### config.mk
export PLATFORM = sky130hd
export DESIGN_NAME = sbox_led_sequencer
export DESIGN_NICKNAME = d
export VERILOG_FILES = /design/src/rtl/sbox_led_sequencer.sv
export SDC_FILE = /design/constraint.sdc
export NUM_CORES = 1
export LEC_CHECK = 0
export CAP_MARGIN = 5
export CORE_MARGIN = 1
export CORE_UTILIZATION = 45
export CTS_CLUSTER_SIZE = 28
export DETAILED_ROUTE_END_ITERATION = 7
export HOLD_SLACK_MARGIN = 0.03
export PLACE_DENSITY = 0.65
export SLEW_MARGIN = 20
export SYNTH_ARGS = -nofsm -noshare
export SYNTH_HDL_FRONTEND = slang
export SYNTH_SLANG_ARGS = --single-unit
### constraint.sdc
create_clock -name CLOCK_50 -period 4.96 [get_ports CLOCK_50]
set_input_delay 1.488 -clock CLOCK_50 [delete_from_list [all_inputs] [get_ports CLOCK_50]]
set_output_delay 1.488 -clock CLOCK_50 [all_outputs]
set_load 0.005 [all_outputs]
### src/rtl/sbox_led_sequencer.sv
// sbox_led_sequencer: queues S-box result bytes in a small FIFO and shows
// each one on the LEDs for a fixed dwell time, oldest first.
//
// Handshake: a byte is transferred on a rising edge where in_valid and
// in_ready are both high. in_ready is !full and depends only on the
// registered count (the count before any pop on that same edge), so it
// never depends on in_valid. While in_ready is low, in_valid and in_data
// are ignored; nothing is stored and no error is raised.
module sbox_led_sequencer #(
    parameter int DEPTH        = 4,
    parameter int DWELL_CYCLES = 50000000,
    parameter int CNT_W        = 26
) (
    input  logic                     CLOCK_50,
    input  logic                     reset,
    input  logic                     in_valid,
    input  logic [7:0]               in_data,
    output logic                     in_ready,
    input  logic                     clear,
    output logic [7:0]               led_data,
    output logic                     show_valid,
    output logic [$clog2(DEPTH):0]   count,
    output logic                     full,
    output logic                     empty,
    output logic                     dbg_state
);

    localparam int PTR_W = $clog2(DEPTH);
    localparam int CW    = PTR_W + 1;
    localparam logic [CNT_W-1:0] DWELL_LAST = CNT_W'(DWELL_CYCLES - 1);
    localparam logic [CW-1:0]    DEPTH_CNT  = CW'(DEPTH);

    typedef enum logic {
        ST_IDLE = 1'b0,
        ST_SHOW = 1'b1
    } state_t;

    state_t              r_state;
    state_t              w_state_nxt;
    logic [7:0]          r_mem [DEPTH];
    logic [PTR_W-1:0]    r_wr_ptr;
    logic [PTR_W-1:0]    r_rd_ptr;
    logic [CW-1:0]       r_count;
    logic [CW-1:0]       w_count_nxt;
    logic [CNT_W-1:0]    r_dwell;
    logic                w_in_ready;
    logic                w_push;
    logic                w_pop;
    logic                w_flush;

    // Flow-control flags are purely a function of the registered count.
    assign w_in_ready = (r_count != DEPTH_CNT);
    assign w_flush    = reset || clear;
    assign w_push     = in_valid && w_in_ready && !w_flush;
    assign w_pop      = (r_state == ST_SHOW) && (r_dwell == DWELL_LAST);

    assign in_ready  = w_in_ready;
    assign count     = r_count;
    assign full      = (r_count == DEPTH_CNT);
    assign empty     = (r_count == '0);
    assign dbg_state = r_state;

    // Occupancy after this edge: a simultaneous push and pop cancel out.
    always_comb begin
        w_count_nxt = r_count;
        if (w_push && !w_pop) begin
            w_count_nxt = r_count + CW'(1);
        end else if (!w_push && w_pop) begin
            w_count_nxt = r_count - CW'(1);
        end
    end

    // Display FSM next state and its outputs; LEDs are dark while idle.
    always_comb begin
        w_state_nxt = r_state;
        show_valid  = 1'b0;
        led_data    = 8'h00;
        case (r_state)
            ST_IDLE: begin
                if (r_count != '0) begin
                    w_state_nxt = ST_SHOW;
                end
            end
            ST_SHOW: begin
                show_valid = 1'b1;
                led_data   = r_mem[r_rd_ptr];
                if (w_pop && (w_count_nxt == '0)) begin
                    w_state_nxt = ST_IDLE;
                end
            end
            default: begin
                w_state_nxt = ST_IDLE;
            end
        endcase
    end

    // FSM state register; reset and clear both return to idle.
    always_ff @(posedge CLOCK_50) begin
        if (w_flush) begin
            r_state <= ST_IDLE;
        end else begin
            r_state <= w_state_nxt;
        end
    end

    // FIFO storage: written on an accepted push, never cleared.
    always_ff @(posedge CLOCK_50) begin
        if (w_push) begin
            r_mem[r_wr_ptr] <= in_data;
        end
    end

    // Pointers, occupancy and dwell counter; pointers wrap naturally.
    always_ff @(posedge CLOCK_50) begin
        if (w_flush) begin
            r_wr_ptr <= '0;
            r_rd_ptr <= '0;
            r_count  <= '0;
            r_dwell  <= '0;
        end else begin
            r_count <= w_count_nxt;
            if (w_push) begin
                r_wr_ptr <= r_wr_ptr + PTR_W'(1);
            end
            if (w_pop) begin
                r_rd_ptr <= r_rd_ptr + PTR_W'(1);
            end
            if (r_state == ST_SHOW && !w_pop) begin
                r_dwell <= r_dwell + CNT_W'(1);
            end else begin
                r_dwell <= '0;
            end
        end
    end

endmodule
======== Word level (Yosys, flattened, before mapping) ========
Memories as Yosys holds them, arrays and structs flattened. A register that Yosys moved wholly into a read port is not among the register bits.
Index checks and enable logic that the tools add are counted.
W data, S select, Z words.
word-level totals
  bits of input ports ..................... 12
  output and inout port bits .............. 16
  bits in writable memories ............... 32
  bits in registers ....................... 34
  memories ................................ 1
memory list
  name   depth  width  rd ports  clocked after Yosys merged registers in  wr ports  RTL line  source
  r_mem  4      8      1         1                                        1         40        logic [7:0] r_mem [DEPTH];
operators by class
  $add $sub $neg .......................... 5
  bitwise logic cells ..................... 2
  multiplexer cells ....................... 11
  equality and inequality tests ........... 3
  reduce and logical (&&, ||, !) cells .... 15
operators with widths
  operator                 count
  $add A26 B1 Y26 const B  1
  $eq A26 B26 Y1 const B   1
  $mux W8                  1
  $logic_and A1 B1 Y1      7
  $logic_not A3 Y1         2
  $mux W3                  2
  $mux W1                  5
  $add A2 B1 Y2 const B    2
  $mux W2                  2
  $add A3 B1 Y3 const B    1
  $eq A3 B3 Y1 const B     1
  $logic_not A1 Y1         3
  $ne A3 B3 Y1 const B     1
  $reduce_bool A3 Y1       1
  $sub A3 B1 Y3 const B    1
  $not A1 Y1               2
  $pmux W1 S2              1
  $reduce_or A2 Y1         1
  $logic_or A1 B1 Y1       1

======== Logic depth before layout (Yosys ltp) ========
  depth after elaboration ................. 11
  depth in mapped cells ................... 7

======== Least setup slack after synthesis ========
Ideal clock, no wire load.
  kind .................................... register to output
  start point ............................. reg with a tool-made name
  end point ............................... out led_data[0]
  data required time ...................... 3.472 ns
  stages on the path, launching flop included .. 4
  slack ................................... 2.046 ns
  data arrival time ....................... 1.426 ns
  path buffers ............................ 1
  path through ............................ dfxtp_1 > clkbuf_1 > mux4_2 > and2_1
RTL lines
  what       RTL line  source
  to (decl)  20        output logic [7:0] led_data,

==> run metrics <==
Clock Pin Slew Worst Setup and Hold Paths=70 ps; Synth cell types=36; Max clock buf depth=2; WP data arrival=2150 ps; post-DP HPWL=3260 µm; Slowest cell on crit path=dfxtp_1; status=complete, no violations; Critical Path Start Type=flip-flop; pre-CTS setup slack=1640 ps; Final Power=0.00121 W; skew final=4.69 ps; Final nets=302; CP Capture Type=primary output; Core ar.=0.00635 mm²; Post-Syn Instances=251; H-tree levels=3; Crit path required time=3470 ps; number of I/O pins=28; most common cell after layout, fill and taps aside=nor2_1; total negative setup slack=0 ps; clock root buffer=clkbuf_8; antenna cell count=0; Max Clk Rate=0.275 GHz; Final min period=3640 ps; gpl congestion=0.781; sequential share of power=0.490; CTS tree=yes; Sw Ratio=0.179; grt ovf=0; # DRC=0; Slew Limit Headroom=0.422; overall global routing resource usage=0.158; Int Power=0.000998 W; syn_nets=271; Starting Density=0.464; clock latency on the worst-skew pair=340 ps; fillers=527; RSZ-0062 raised after global routing=no; WL/cell=13.3 µm; final setup margin=1320 ps; growth of design area from synthesis to finish=20.1%; Static Leakage=1.21 nW; CTS resizes=0; first-pass GRT wire length=8290 µm; post-CTS setup buffer count=0; top-area cell type share of the netlist area=0.326; Num CTS Buffers=9; IO Port Bufs=27; Die ar.=0.00688 mm²; Pre-antenna DRT Iters=4; path type of the worst min-delay path=flip-flop to flip-flop; Synth area leaders=edfxtp_1 (33%), dfxtp_1 (24%), mux4_2 (6.1%), xor2_1 (5.6%), nor2_1 (5.0%); switching pwr=0.000217 W; Site Rows=29; Ys Warns=0; CTS Sinks=68; initial drt markers=91; Die W=82.9 µm; Cell Pwr Density=343 mW/mm²; vias per inst=5.07; period utilization=0.733; DRT Wirelength=4820 µm; Slew Limit Fails=0; fraction of layout cells with a size suffix above 1=0.101; clock group share of total power=0.477; Final Setup Violations=0; register area share after synthesis=0.570; most frequent cells in the layout=nor2_1 (39), dfxtp_1 (36), edfxtp_1 (32); vias in the first global route=1832; Synth Register Bits=68; CP max FO=8; Final ANT Viol Nets=0; Crit Path Class=flip-flop to primary output; Die Y=82.9 µm; max-cap violations=0; slowest stage delay, CP=650 ps; pin count of the biggest net entering global routing=27; Syn Area/Cell=11.7 µm²; via count=1846; Logic pwr share=0.033; number of hold buffers added after cts=0; final hold viol count=0; initial antenna violation count=0; post-synth top area cell=edfxtp_1; Worst Tran Pin Value=859 ps; Critical Path, Cell by Cell=mux4_2, and2_1, clkdlybuf4s50_1; VDD IR max=0.000218 V; mapped cell area=0.00295 mm²; fin util=0.558
[synth_stat cells]
cell	count
a211oi_1	2
a21boi_0	1
a21oi_1	4
and2_1	9
and3_1	7
and3_2	1
buf_1	1
buf_2	2
buf_4	1
clkbuf_1	4
dfxtp_1	36
edfxtp_1	32
ha_1	8
inv_1	9
mux2i_1	2
mux4_2	8
nand2_1	15
nand2b_1	1
nand3_1	17
nand3_2	1
nand4_1	6
nand4_4	1
nor2_1	39
nor2b_1	2
nor3_1	1
nor3_4	1
nor4_1	1
nor4_4	1
o211a_1	1
o21ai_0	2
or2_2	1
or3_1	2
or4_1	2
or4b_4	1
xnor2_1	10
xor2_1	19
[layer usage]
layer	wire length [µm]	GRT usage	vias to the layer above
li1	-	-	937
met1	2340	0.200	863
met2	2170	0.241	36
met3	189	0.0427	10
met4	133	0.0987	0
met5	0	0	-
[final timing paths]
kind / startpoint / end / slack, ps / cells past startpoint
worst max-delay path: flip-flop / led_data[6] / 1320 / 3
worst max register to register: r_dwell[16] / flip-flop / 2840 / 5
worst min register to register: r_dwell[0] / r_dwell[0] / 470 / 1
worst min-delay path: r_dwell[0] / r_dwell[0] / 470 / 1
[sequential cells by signal (all words and copies together), names as in the netlist, named ones only]
signal     count
r_dwell       26
count          3
r_rd_ptr       2
dbg_state      1
r_wr_ptr       2
r_mem         32
[power by group through the flow]
stage / logic [W] / clock network (W) / registers [W]
detailed placement: 0.0000406 / 0 / 0.000608
global placement: 0.0000403 / 0 / 0.000608
finish: 0.0000404 / 0.000579 / 0.000595
global route: 0.0000453 / 0.000615 / 0.000595
CTS: 0.0000409 / 0.000593 / 0.000595
floorplan: 0.0000199 / 0 / 0.000606
[worst max-delay path, delay by kind of cell, from the launching register on]
kind	cells	cell delay [ps]
buf+inv	1	430
flops	1	650
mux	1	570
simple gates	1	170
[metrics by stage]
step                cells  hold slack, ps  cell area [µm²]
floorplan             251             430             2950
global placement      348             443             3290
detailed placement    348             455             3290
CTS                   364             472             3540
global route          364             491             3540
finish                364             466             3540
[cells by family after synthesis]
kind of cell	after synthesis	synth area share
xor+xnor	29	0.0862
mux	10	0.0679
compound gates	10	0.0212
flops	68	0.570
fa+ha+maj	8	0.0340
simple gates	109	0.197
buf+inv	17	0.0238
[area by class of cell]
cell class                 count  area, µm²  area share
tap                           77       96.3      0.0272
inverter                       9       33.8     0.00954
clock buffer                  11        131      0.0371
timing repair buffer          28        278      0.0784
multi-input combinational    166       1200       0.338
clock inverter                 5        124      0.0350
sequential                    68       1680       0.475
No activity file was read; power rests on OpenSTA's default activity.
